[src/rtl/piece_spawn_ctrl_if.sv]
// Signal bundle between piece_spawn_ctrl, the game FSM, the spawn generator and the board read port.
// master = the controller, slave = its environment.
`ifndef NULL_PIECE
`define I_PIECE    3'd0
`define O_PIECE    3'd1
`define T_PIECE    3'd2
`define S_PIECE    3'd3
`define Z_PIECE    3'd4
`define J_PIECE    3'd5
`define L_PIECE    3'd6
`define NULL_PIECE 3'd7
`endif

interface piece_spawn_ctrl_if #(
  parameter int POS_W = 5
);
  logic                   spawn_req;
  logic                   hold_req;
  logic                   gen_enable;
  logic [2:0]             gen_hold_type;
  logic                   gen_real;
  logic [POS_W-1:0]       gen_pos_i;
  logic [POS_W-1:0]       gen_pos_j;
  logic [2:0]             gen_piece_type;
  logic                   gen_done;
  logic [POS_W-1:0]       brd_rd_i;
  logic [POS_W-1:0]       brd_rd_j;
  logic                   brd_rd_occ;
  logic [4*2*POS_W-1:0]   piece_cells;
  logic [2:0]             piece_type;
  logic                   piece_valid;
  logic                   busy;
  logic [2:0]             hold_type;
  logic                   hold_used;
  logic                   game_over;

  modport master (
    input  spawn_req, hold_req,
    input  gen_pos_i, gen_pos_j, gen_piece_type, gen_done,
    input  brd_rd_occ,
    output gen_enable, gen_hold_type, gen_real,
    output brd_rd_i, brd_rd_j,
    output piece_cells, piece_type, piece_valid, busy,
    output hold_type, hold_used, game_over
  );

  modport slave (
    output spawn_req, hold_req,
    output gen_pos_i, gen_pos_j, gen_piece_type, gen_done,
    output brd_rd_occ,
    input  gen_enable, gen_hold_type, gen_real,
    input  brd_rd_i, brd_rd_j,
    input  piece_cells, piece_type, piece_valid, busy,
    input  hold_type, hold_used, game_over
  );
endinterface

[src/rtl/piece_spawn_ctrl.sv]
// Spawn sequencer: runs the generator for four cells, checks them on the board, then presents the piece or game over.
// 10 cycles request-to-valid; requests during GEN/CHECK are dropped. Hold slot built only with SPAWN_HOLD_EN.
`ifndef NULL_PIECE
`define I_PIECE    3'd0
`define O_PIECE    3'd1
`define T_PIECE    3'd2
`define S_PIECE    3'd3
`define Z_PIECE    3'd4
`define J_PIECE    3'd5
`define L_PIECE    3'd6
`define NULL_PIECE 3'd7
`endif

module piece_spawn_ctrl #(
  parameter int POS_W = 5
) (
  input  logic                 clk,
  input  logic                 reset,
  piece_spawn_ctrl_if.master   bus
);
  localparam int CW = 2 * POS_W;

  typedef enum logic [2:0] {IDLE, GEN, CHECK, ACTIVE, OVER} state_t;

  state_t          state_q, state_d;
  logic [1:0]      idx_q, idx_d;
  logic [CW-1:0]   cell_q [4];
  logic [CW-1:0]   cell_d [4];
  logic [2:0]      piece_type_q, piece_type_d;
  logic            piece_valid_q, piece_valid_d;
  logic            game_over_q, game_over_d;
  logic            go_hold;
  logic [CW-1:0]   cur_cell;

  assign cur_cell = cell_q[idx_q];

`ifdef SPAWN_HOLD_EN
  logic [2:0] hold_type_q, hold_type_d;
  logic [2:0] gen_hold_type_q, gen_hold_type_d;
  logic       hold_used_q, hold_used_d;
  logic       gen_real_q, gen_real_d;

  assign go_hold = bus.hold_req && !bus.spawn_req && !hold_used_q;

  always_comb begin
    hold_type_d     = hold_type_q;
    gen_hold_type_d = gen_hold_type_q;
    hold_used_d     = hold_used_q;
    gen_real_d      = gen_real_q;
    if ((state_q == IDLE || state_q == ACTIVE) && bus.spawn_req) begin
      gen_hold_type_d = `NULL_PIECE;
      gen_real_d      = 1'b1;
      hold_used_d     = 1'b0;
    end else if (state_q == ACTIVE && go_hold) begin
      // An occupied slot replays its piece without advancing the queue.
      gen_hold_type_d = hold_type_q;
      gen_real_d      = (hold_type_q == `NULL_PIECE);
      hold_type_d     = piece_type_q;
      hold_used_d     = 1'b1;
    end
  end

  always_ff @(posedge clk or posedge reset) begin
    if (reset) begin
      hold_type_q     <= `NULL_PIECE;
      gen_hold_type_q <= `NULL_PIECE;
      hold_used_q     <= 1'b0;
      gen_real_q      <= 1'b0;
    end else begin
      hold_type_q     <= hold_type_d;
      gen_hold_type_q <= gen_hold_type_d;
      hold_used_q     <= hold_used_d;
      gen_real_q      <= gen_real_d;
    end
  end

  assign bus.hold_type     = hold_type_q;
  assign bus.gen_hold_type = gen_hold_type_q;
  assign bus.hold_used     = hold_used_q;
  assign bus.gen_real      = gen_real_q;
`else
  logic unused_hold_req;
  assign unused_hold_req   = bus.hold_req;
  assign go_hold           = 1'b0;
  assign bus.hold_type     = `NULL_PIECE;
  assign bus.gen_hold_type = `NULL_PIECE;
  assign bus.hold_used     = 1'b0;
  assign bus.gen_real      = 1'b1;
`endif

  always_comb begin
    state_d       = state_q;
    idx_d         = idx_q;
    cell_d        = cell_q;
    piece_type_d  = piece_type_q;
    piece_valid_d = piece_valid_q;
    game_over_d   = game_over_q;
    case (state_q)
      IDLE: begin
        if (bus.spawn_req) state_d = GEN;
      end
      ACTIVE: begin
        if (bus.spawn_req || go_hold) begin
          state_d       = GEN;
          piece_valid_d = 1'b0;
        end
      end
      GEN: begin
        if (bus.gen_done) begin
          piece_type_d = bus.gen_piece_type;
          idx_d        = 2'd0;
          state_d      = CHECK;
        end else begin
          cell_d[idx_q] = {bus.gen_pos_i, bus.gen_pos_j};
          idx_d         = idx_q + 2'd1;
        end
      end
      CHECK: begin
        // First occupied cell ends the game; later cells are not read.
        if (bus.brd_rd_occ) begin
          state_d       = OVER;
          game_over_d   = 1'b1;
          piece_valid_d = 1'b0;
        end else if (idx_q == 2'd3) begin
          state_d       = ACTIVE;
          piece_valid_d = 1'b1;
          idx_d         = 2'd0;
        end else begin
          idx_d = idx_q + 2'd1;
        end
      end
      OVER: begin
        state_d = OVER;
      end
      default: state_d = IDLE;
    endcase
  end

  always_ff @(posedge clk or posedge reset) begin
    if (reset) begin
      state_q       <= IDLE;
      idx_q         <= 2'd0;
      piece_type_q  <= 3'd0;
      piece_valid_q <= 1'b0;
      game_over_q   <= 1'b0;
      for (int n = 0; n < 4; n++) cell_q[n] <= '0;
    end else begin
      state_q       <= state_d;
      idx_q         <= idx_d;
      piece_type_q  <= piece_type_d;
      piece_valid_q <= piece_valid_d;
      game_over_q   <= game_over_d;
      for (int n = 0; n < 4; n++) cell_q[n] <= cell_d[n];
    end
  end

  assign bus.gen_enable  = (state_q == GEN);
  assign bus.busy        = (state_q == GEN) || (state_q == CHECK);
  assign bus.brd_rd_i    = cur_cell[CW-1:POS_W];
  assign bus.brd_rd_j    = cur_cell[POS_W-1:0];
  assign bus.piece_cells = {cell_q[3], cell_q[2], cell_q[1], cell_q[0]};
  assign bus.piece_type  = piece_type_q;
  assign bus.piece_valid = piece_valid_q;
  assign bus.game_over   = game_over_q;
endmodule

[src/flat_wrapper.sv]
// flat-port wrapper written by rule: the top's interface ports become plain ports
module piece_spawn_ctrl_flat 
#(
  parameter int POS_W = 5
)
  (clk, reset, bus_spawn_req, bus_hold_req, bus_gen_pos_i, bus_gen_pos_j, bus_gen_piece_type, bus_gen_done, bus_brd_rd_occ, bus_gen_enable, bus_gen_hold_type, bus_gen_real, bus_brd_rd_i, bus_brd_rd_j, bus_piece_cells, bus_piece_type, bus_piece_valid, bus_busy, bus_hold_type, bus_hold_used, bus_game_over);
  piece_spawn_ctrl_if #(.POS_W(POS_W)) bus_i ();
  input  logic clk;
  input  logic reset;
  input wire logic [$bits(bus_i.spawn_req)-1:0] bus_spawn_req;
  input wire logic [$bits(bus_i.hold_req)-1:0] bus_hold_req;
  input wire logic [$bits(bus_i.gen_pos_i)-1:0] bus_gen_pos_i;
  input wire logic [$bits(bus_i.gen_pos_j)-1:0] bus_gen_pos_j;
  input wire logic [$bits(bus_i.gen_piece_type)-1:0] bus_gen_piece_type;
  input wire logic [$bits(bus_i.gen_done)-1:0] bus_gen_done;
  input wire logic [$bits(bus_i.brd_rd_occ)-1:0] bus_brd_rd_occ;
  output wire logic [$bits(bus_i.gen_enable)-1:0] bus_gen_enable;
  output wire logic [$bits(bus_i.gen_hold_type)-1:0] bus_gen_hold_type;
  output wire logic [$bits(bus_i.gen_real)-1:0] bus_gen_real;
  output wire logic [$bits(bus_i.brd_rd_i)-1:0] bus_brd_rd_i;
  output wire logic [$bits(bus_i.brd_rd_j)-1:0] bus_brd_rd_j;
  output wire logic [$bits(bus_i.piece_cells)-1:0] bus_piece_cells;
  output wire logic [$bits(bus_i.piece_type)-1:0] bus_piece_type;
  output wire logic [$bits(bus_i.piece_valid)-1:0] bus_piece_valid;
  output wire logic [$bits(bus_i.busy)-1:0] bus_busy;
  output wire logic [$bits(bus_i.hold_type)-1:0] bus_hold_type;
  output wire logic [$bits(bus_i.hold_used)-1:0] bus_hold_used;
  output wire logic [$bits(bus_i.game_over)-1:0] bus_game_over;
  assign bus_i.spawn_req = bus_spawn_req;
  assign bus_i.hold_req = bus_hold_req;
  assign bus_i.gen_pos_i = bus_gen_pos_i;
  assign bus_i.gen_pos_j = bus_gen_pos_j;
  assign bus_i.gen_piece_type = bus_gen_piece_type;
  assign bus_i.gen_done = bus_gen_done;
  assign bus_i.brd_rd_occ = bus_brd_rd_occ;
  assign bus_gen_enable = bus_i.gen_enable;
  assign bus_gen_hold_type = bus_i.gen_hold_type;
  assign bus_gen_real = bus_i.gen_real;
  assign bus_brd_rd_i = bus_i.brd_rd_i;
  assign bus_brd_rd_j = bus_i.brd_rd_j;
  assign bus_piece_cells = bus_i.piece_cells;
  assign bus_piece_type = bus_i.piece_type;
  assign bus_piece_valid = bus_i.piece_valid;
  assign bus_busy = bus_i.busy;
  assign bus_hold_type = bus_i.hold_type;
  assign bus_hold_used = bus_i.hold_used;
  assign bus_game_over = bus_i.game_over;
  piece_spawn_ctrl #(.POS_W(POS_W)) u_core (.clk(clk), .reset(reset), .bus(bus_i));
endmodule
[config.mk]
export PLATFORM = sky130hd
export DESIGN_NAME = piece_spawn_ctrl_flat
export DESIGN_NICKNAME = d
export VERILOG_FILES = /design/src/rtl/piece_spawn_ctrl_if.sv /design/src/rtl/piece_spawn_ctrl.sv /design/src/flat_wrapper.sv
export SDC_FILE = /design/constraint.sdc
export NUM_CORES = 1
export LEC_CHECK = 0
export ABC_AREA = 1
export BUFFER_PORTS_ARGS = -buffer_cell sky130_fd_sc_hd__buf_4
export CAP_MARGIN = 20
export CORE_MARGIN = 8
export CORE_UTILIZATION = 45
export DETAILED_ROUTE_END_ITERATION = 8
export PLACE_DENSITY_LB_ADDON = 0.3
export SYNTH_ARGS = -nofsm -noshare
export SYNTH_HDL_FRONTEND = slang
export SYNTH_SLANG_ARGS = --single-unit
export TNS_END_PERCENT = 30
[constraint.sdc]
create_clock -name clk -period 1.3 [get_ports clk]
set_input_delay 0.13 -clock clk [delete_from_list [all_inputs] [get_ports clk]]
set_output_delay 0.13 -clock clk [all_outputs]
set_load 0.02 [all_outputs]
Word level (Yosys, flattened, before mapping)

Index checks and enable logic that the tools add are counted.
Widths: inputs -> output; s select.

Word-level logic and storage cells: 55
Bits in registers: 50

Equal/unequal tests: 10
Bitwise operators: 2
Multiplexer cells: 19
Magnitude comparators: 2
Add/subtract/negate cells: 1
Reductions and logical operators: 12

Operators with widths:

| kind                | count |
|---|---|
| $bwmux 40           | 1 |
| $mux 10             | 3 |
| $bmux 10 s2         | 1 |
| $demux 10 s2        | 1 |
| $mux 3              | 4 |
| $pmux 3 s4          | 1 |
| $reduce_and 2->1    | 4 |
| $eq 3x2->1 const B  | 2 |
| $mux 2              | 3 |
| $ne 2x2->1 const B  | 3 |
| $reduce_and 3->1    | 2 |
| $pmux 2 s2          | 1 |
| $reduce_bool 2->1   | 2 |
| $eq 3x1->1 const B  | 1 |
| $eq 3x3->1 const B  | 1 |
| $ge 3x3->1 const B  | 1 |
| $logic_not 3->1     | 1 |
| $lt 3x1->1 const B  | 1 |
| $mux 1              | 3 |
| $ne 3x2->1 const B  | 1 |
| $not 2->3           | 1 |
| $add 2x1->2 const B | 1 |
| $eq 2x2->1 const B  | 1 |
| $ne 2x1->1 const B  | 1 |
| other kinds (5)     | 5 |

Longest topological paths before layout

Depth after elaboration: 6
Gate-level depth with buffers: 9
Mapped depth without buffers: 8

Worst setup path after synthesis

OpenSTA, ideal clock, no wires.

Path kind: reg2reg
Start: register u_core.idx_q[0]
End: register u_core.cell_q, in the netlist u_core.bus.piece_cells[7]
Setup time: 119 ps
Buffers on the path: 2
Path slack: -121 ps
Stages on the path, launching flop included: 8
Arrival: 1302 ps
Clock period less this slack: 1421 ps
Cell sequence: dfrtp_1 -> inv_1 -> clkbuf_1 -> ha_1 -> nand2_2 -> buf_6 -> nand2_1 -> o21ai_2

Longest elaborated chain between the ends: 6
Elaborated cells on any way between the ends: 7

Ends and longest elaborated chain:

| item                                                           | RTL line                | RTL |
|---|---|---|
| start: declaration                                             | piece_spawn_ctrl.sv:26  | `logic [1:0] idx_q, idx_d;` |
| start signal: assignment                                       | piece_spawn_ctrl.sv:149 | `idx_q <= idx_d;` |
| $not 2->3 (implied by the code) (*)                            | piece_spawn_ctrl.sv:114 | `cell_d[idx_q] = {bus.gen_pos_i, bus.gen_pos_j};` |
| $ge 3x3->1 (implied by the code) or $lt 3x1->1 (tied branches) | piece_spawn_ctrl.sv:114 |  |
| $logic_and 1x1->1 (implied by the code)                        | piece_spawn_ctrl.sv:114 |  |
| $mux 10 (implied by the code)                                  | piece_spawn_ctrl.sv:114 |  |
| $demux 10 s2 (*)                                               | piece_spawn_ctrl.sv:114 |  |
| $bwmux 40 (*)                                                  | piece_spawn_ctrl.sv:114 |  |
| end: declaration                                               | piece_spawn_ctrl.sv:27  | `logic [CW-1:0] cell_q [4];` |

Every way passes the cells marked *; elsewhere a longest branch is shown, timed or not.
A chain may end at the register's enable or synchronous reset.

Final worst setup path

Start: register u_core.idx_q[0]
End: output port bus_brd_rd_j[2]

Longest elaborated chain between the ends: 4

Ends and longest elaborated chain:

| item                                        | RTL line               | RTL |
|---|---|---|
| $not 2->3 (implied by the code)             | piece_spawn_ctrl.sv:35 | `assign cur_cell = cell_q[idx_q];` |
| $bmux 10 s2                                 | piece_spawn_ctrl.sv:35 |  |
| $mux 10 (implied by the code) (2 in series) | piece_spawn_ctrl.sv:35 |  |
| end: declaration                            | flat_wrapper.sv:21     | `output wire logic [$bits(bus_i.brd_rd_j)-1:0] bus_brd_rd_j;` |

No other way between the ends. The select of a mux whose other input is x is not followed.

==> report_table.html <==
<table>
<tr><th>Metric</th><th>Value</th></tr>
<tr><th colspan="2">Critical path</th></tr>
<tr><td>Crit Path Max Fanout</td><td>8</td></tr>
<tr><td>Startpoint type of the worst setup path</td><td>register</td></tr>
<tr><td>Data required time of the worst path</td><td>1.17 ns</td></tr>
<tr><td>Data arrival time at the worst-slack endpoint</td><td>1.38 ns</td></tr>
<tr><td>FF-to-FF path depth</td><td>6</td></tr>
<tr><td>Crit path capture type</td><td>output pin</td></tr>
<tr><td>Kind of critical path</td><td>register to output pin</td></tr>
<tr><th colspan="2">Run status</th></tr>
<tr><td>Run status</td><td>finished, violations left</td></tr>
<tr><td>Failing checks</td><td>negative setup slack</td></tr>
<tr><th colspan="2">CTS</th></tr>
<tr><td>Buffer cell driving the clock tree root</td><td>sky130_fd_sc_hd__clkbuf_8</td></tr>
<tr><td>Clock buffer count from CTS</td><td>5</td></tr>
<tr><td>Worst-path clk slew</td><td>0.09 ns</td></tr>
<tr><td>Clock latency of the later-clocked register in the worst-skew pair</td><td>0.30 ns</td></tr>
<tr><td>CTS tree</td><td>done</td></tr>
<tr><td>Clock Sinks</td><td>50</td></tr>
<tr><td>Clock tree buffer depth</td><td>2</td></tr>
<tr><td>H-tree depth</td><td>2</td></tr>
<tr><th colspan="2">Synth</th></tr>
<tr><td>Avg Synthesized Cell Area</td><td>8.61 um2</td></tr>
<tr><td>Leading cell type by number of instances after synthesis</td><td>sky130_fd_sc_hd__nand2_1</td></tr>
<tr><td>Post-synthesis sequential element count</td><td>50</td></tr>
<tr><td>Sequential area share after synthesis</td><td>0.514</td></tr>
<tr><td>Top area cells in the synthesized netlist</td><td>sky130_fd_sc_hd__dfrtp_1, sky130_fd_sc_hd__nand2_1, sky130_fd_sc_hd__o21ai_1</td></tr>
<tr><td>Post-synthesis cell type with the largest combined area</td><td>sky130_fd_sc_hd__dfrtp_1</td></tr>
<tr><td>Number of distinct library cells after synthesis</td><td>21</td></tr>
<tr><td>Synth Cell Area</td><td>2440 um2</td></tr>
<tr><td>Top FF cell, synth</td><td>sky130_fd_sc_hd__dfrtp_1</td></tr>
<tr><td>Most numerous cell types in the synthesized netlist</td><td>sky130_fd_sc_hd__nand2_1, sky130_fd_sc_hd__dfrtp_1, sky130_fd_sc_hd__o21ai_1</td></tr>
<tr><td>EDFF count, synth</td><td>0</td></tr>
<tr><td>Post-synth ARST share</td><td>1.00</td></tr>
<tr><td>Fraction of synthesized cell area taken by the top area cell type</td><td>0.514</td></tr>
<tr><td>Synthesized instance count</td><td>283</td></tr>
<tr><td>Number of warnings reported in the yosys synthesis log</td><td>0</td></tr>
<tr><th colspan="2">Detailed routing</th></tr>
<tr><td>Number of remaining DRC errors</td><td>0</td></tr>
<tr><td>Avg Vias per Cell</td><td>5.06</td></tr>
<tr><td>Antenna-violating nets left</td><td>0</td></tr>
<tr><td>Total detailed-routing wirelength</td><td>6990 um</td></tr>
<tr><td>Detailed-route via count</td><td>2282</td></tr>
<tr><td>Number of DRC markers in iteration 0</td><td>93</td></tr>
<tr><td>Final routed wire length divided by cell count</td><td>15.5 um</td></tr>
<tr><td>Total iterations of the first detailed-routing run</td><td>4</td></tr>
<tr><th colspan="2">Timing</th></tr>
<tr><td>Final min period</td><td>1.51 ns</td></tr>
<tr><td>Final hold violation count</td><td>0</td></tr>
<tr><td>Period utilisation layout</td><td>1.16</td></tr>
<tr><td>Number of pins exceeding their max-slew limit in the final report</td><td>0</td></tr>
<tr><td>Achievable Freq</td><td>661 MHz</td></tr>
<tr><td>Post-route clock skew</td><td>0.00251 ns</td></tr>
<tr><td>Setup-violating endpoint count in the final report</td><td>36</td></tr>
<tr><td>Unrepaired setup endpoints after global routing</td><td>yes</td></tr>
<tr><td>Sum of negative setup slack</td><td>-2.51 ns</td></tr>
<tr><td>Final setup slack of the worst path</td><td>-0.212 ns</td></tr>
<tr><th colspan="2">GRT</th></tr>
<tr><td>Pin count of the biggest net entering global routing</td><td>51</td></tr>
<tr><td>Global-route usage over all layers</td><td>0.161</td></tr>
<tr><td>Number of global-route vias before repair</td><td>2156</td></tr>
<tr><td>Antenna violations before repair</td><td>0</td></tr>
<tr><td>Global-route wire length before repair</td><td>10000 um</td></tr>
<tr><td>Aggregate global routing overflow</td><td>0</td></tr>
<tr><th colspan="2">Pwr</th></tr>
<tr><td>Static Leakage</td><td>1.89 nW</td></tr>
<tr><td>Peak supply drop</td><td>1.78 mV</td></tr>
<tr><td>Cell area power density</td><td>2800 nW/um2</td></tr>
<tr><th colspan="2">Finish</th></tr>
<tr><td>Ant diodes</td><td>0</td></tr>
<tr><td>Layout filler cell count</td><td>387</td></tr>
<tr><td>Post-route cell area</td><td>3690 um2</td></tr>
<tr><td>Number of nets in the final layout</td><td>404</td></tr>
<tr><td>Area growth syn-to-layout</td><td>51.4%</td></tr>
<tr><td>Ratio of cells with drive above 1 in the final layout</td><td>0.504</td></tr>
<tr><th colspan="2">Place</th></tr>
<tr><td>Placed inst area</td><td>3170 um2</td></tr>
<tr><td>Port Buffers</td><td>74</td></tr>
<tr><td>Half-perimeter wire length after placement</td><td>4700 um</td></tr>
<tr><td>Routability-driven placement congestion ratio</td><td>0.795</td></tr>
<tr><th colspan="2">Run</th></tr>
<tr><td>Maxcap violations</td><td>0</td></tr>
<tr><th colspan="2">Floorplan</th></tr>
<tr><td>Overall die width</td><td>89.6 um</td></tr>
<tr><td>Core area</td><td>5170 um2</td></tr>
<tr><td>Total Die Area</td><td>8020 um2</td></tr>
<tr><td>Total number of placement rows</td><td>26</td></tr>
<tr><td>Die Span Y</td><td>89.6 um</td></tr>
<tr><td>I/O pin cnt</td><td>84</td></tr>
<tr><td>Initial cell density of the core</td><td>0.471</td></tr>
<tr><th colspan="2">Hold path</th></tr>
<tr><td>Class of the tightest hold or removal check</td><td>input pin to register</td></tr>
<tr><td>Number of cells on the worst hold path</td><td>3</td></tr>
</table>
[cell families (layout without fill, tap and decap cells)]
group | after synthesis | count (layout) | synth area share
AOI/OAI and AO/OA | 74 | 74 | 0.172
and+or+nand+nor | 107 | 107 | 0.181
buffers and inverters | 46 | 138 | 0.110
DFF | 50 | 50 | 0.514
other | 2 | 8 | 0.00308
adders and majority gates | 4 | 4 | 0.0205
[report_power, final]
group | total [W] | switching (W) | internal, W
clock | 0.00111 | 0.000495 | 0.000616
sequential | 0.00294 | 0.000707 | 0.00223
combinational | 0.00628 | 0.00343 | 0.00285
[path summary, 6_finish.rpt]
kind	start	endpoint	slack (ns)
worst min-delay path	bus_brd_rd_occ	u_core.bus.game_over	0.06
worst max register to register	u_core.idx_q[0]	u_core.bus.piece_valid	-0.10
min in group asynchronous	reset	u_core.bus.game_over	0.45
worst max-delay path	u_core.idx_q[0]	bus_brd_rd_j[2]	-0.21
max in group asynchronous	reset	u_core.idx_q[1]	0.61
worst min register to register	u_core.bus.game_over	u_core.bus.game_over	0.47
[worst max-delay path, stage by stage, from the launching register on]
cell and delay, ns:
sky130_fd_sc_hd__dfrtp_2 0.46, sky130_fd_sc_hd__inv_4 0.11, sky130_fd_sc_hd__buf_8 0.14, sky130_fd_sc_hd__nor2_2 0.04, sky130_fd_sc_hd__o22ai_2 0.18, sky130_fd_sc_hd__buf_6 0.15
[state kept, by name, summed over array words and instances (netlist names)]
signal / count
u_core.bus.piece_cells: 40
u_core.bus.piece_valid: 1
u_core.bus.game_over: 1
u_core.idx_q: 2
u_core.bus.piece_type: 3
u_core.state_q: 3
[what timing repair did]
action,CTS,global route
hold buffers,1,0
endpoints found under the setup margin,32,56
cloned,0,1
buffers inserted,3,6
gates resized for setup,11,91
pin swaps,5,16
endpoints found under the hold margin,50,0
[layout by cell type, fill, tap and decap left out, drive strengths merged]
| cell type | netlist | routed |
|---|---|---|
| bufinv | 0 | 1 |
| nor2 | 21 | 21 |
| conb | 2 | 8 |
| ha | 4 | 4 |
| nand2 | 75 | 75 |
| o21a | 1 | 1 |
| clkbuf | 6 | 7 |
| nand4 | 2 | 2 |
| nand3 | 9 | 9 |
| o21ai | 63 | 63 |
| dfrtp | 50 | 50 |
| inv | 24 | 23 |
| o22ai | 10 | 10 |
| clkinvlp | 0 | 1 |
| dlygate4sd3 | 0 | 1 |
| buf | 16 | 105 |
[routing by layer]
metal  part of all wire  wire [um]  GRT usage
met1               0.41       2850      0.197
met2               0.52       3600      0.273
met3              0.065        452     0.0428
met4              0.012         85     0.0438
met5                  0          0          0
[cell type report]
type,instances,area [um2],share of cell area
inverter,24,109,0.0295
tap,70,87.6,0.0237
clock buffer,6,82.6,0.0224
sequential,50,1250,0.340
multi-input combinational,193,1160,0.315
timing repair buffer,107,962,0.261
clock inverter,1,30.0,0.00814
[stage by stage]
stage	instances	total power, W	utilization	hold slack [ns]	setup slack, ns
5_1_grt	451	0.0110	0.713	0.0866	-0.266
3_3_place_gp	433	0.00796	0.613	0.216	-0.0113
4_1_cts	444	0.00938	0.647	0.0551	-0.244
6_report	451	0.0103	0.713	0.0588	-0.212
3_5_place_dp	433	0.00809	0.613	0.220	-0.0170
2_1_floorplan	289	0.00576	-	0.172	0.00762
No activity file was read; power rests on OpenSTA's default activity.
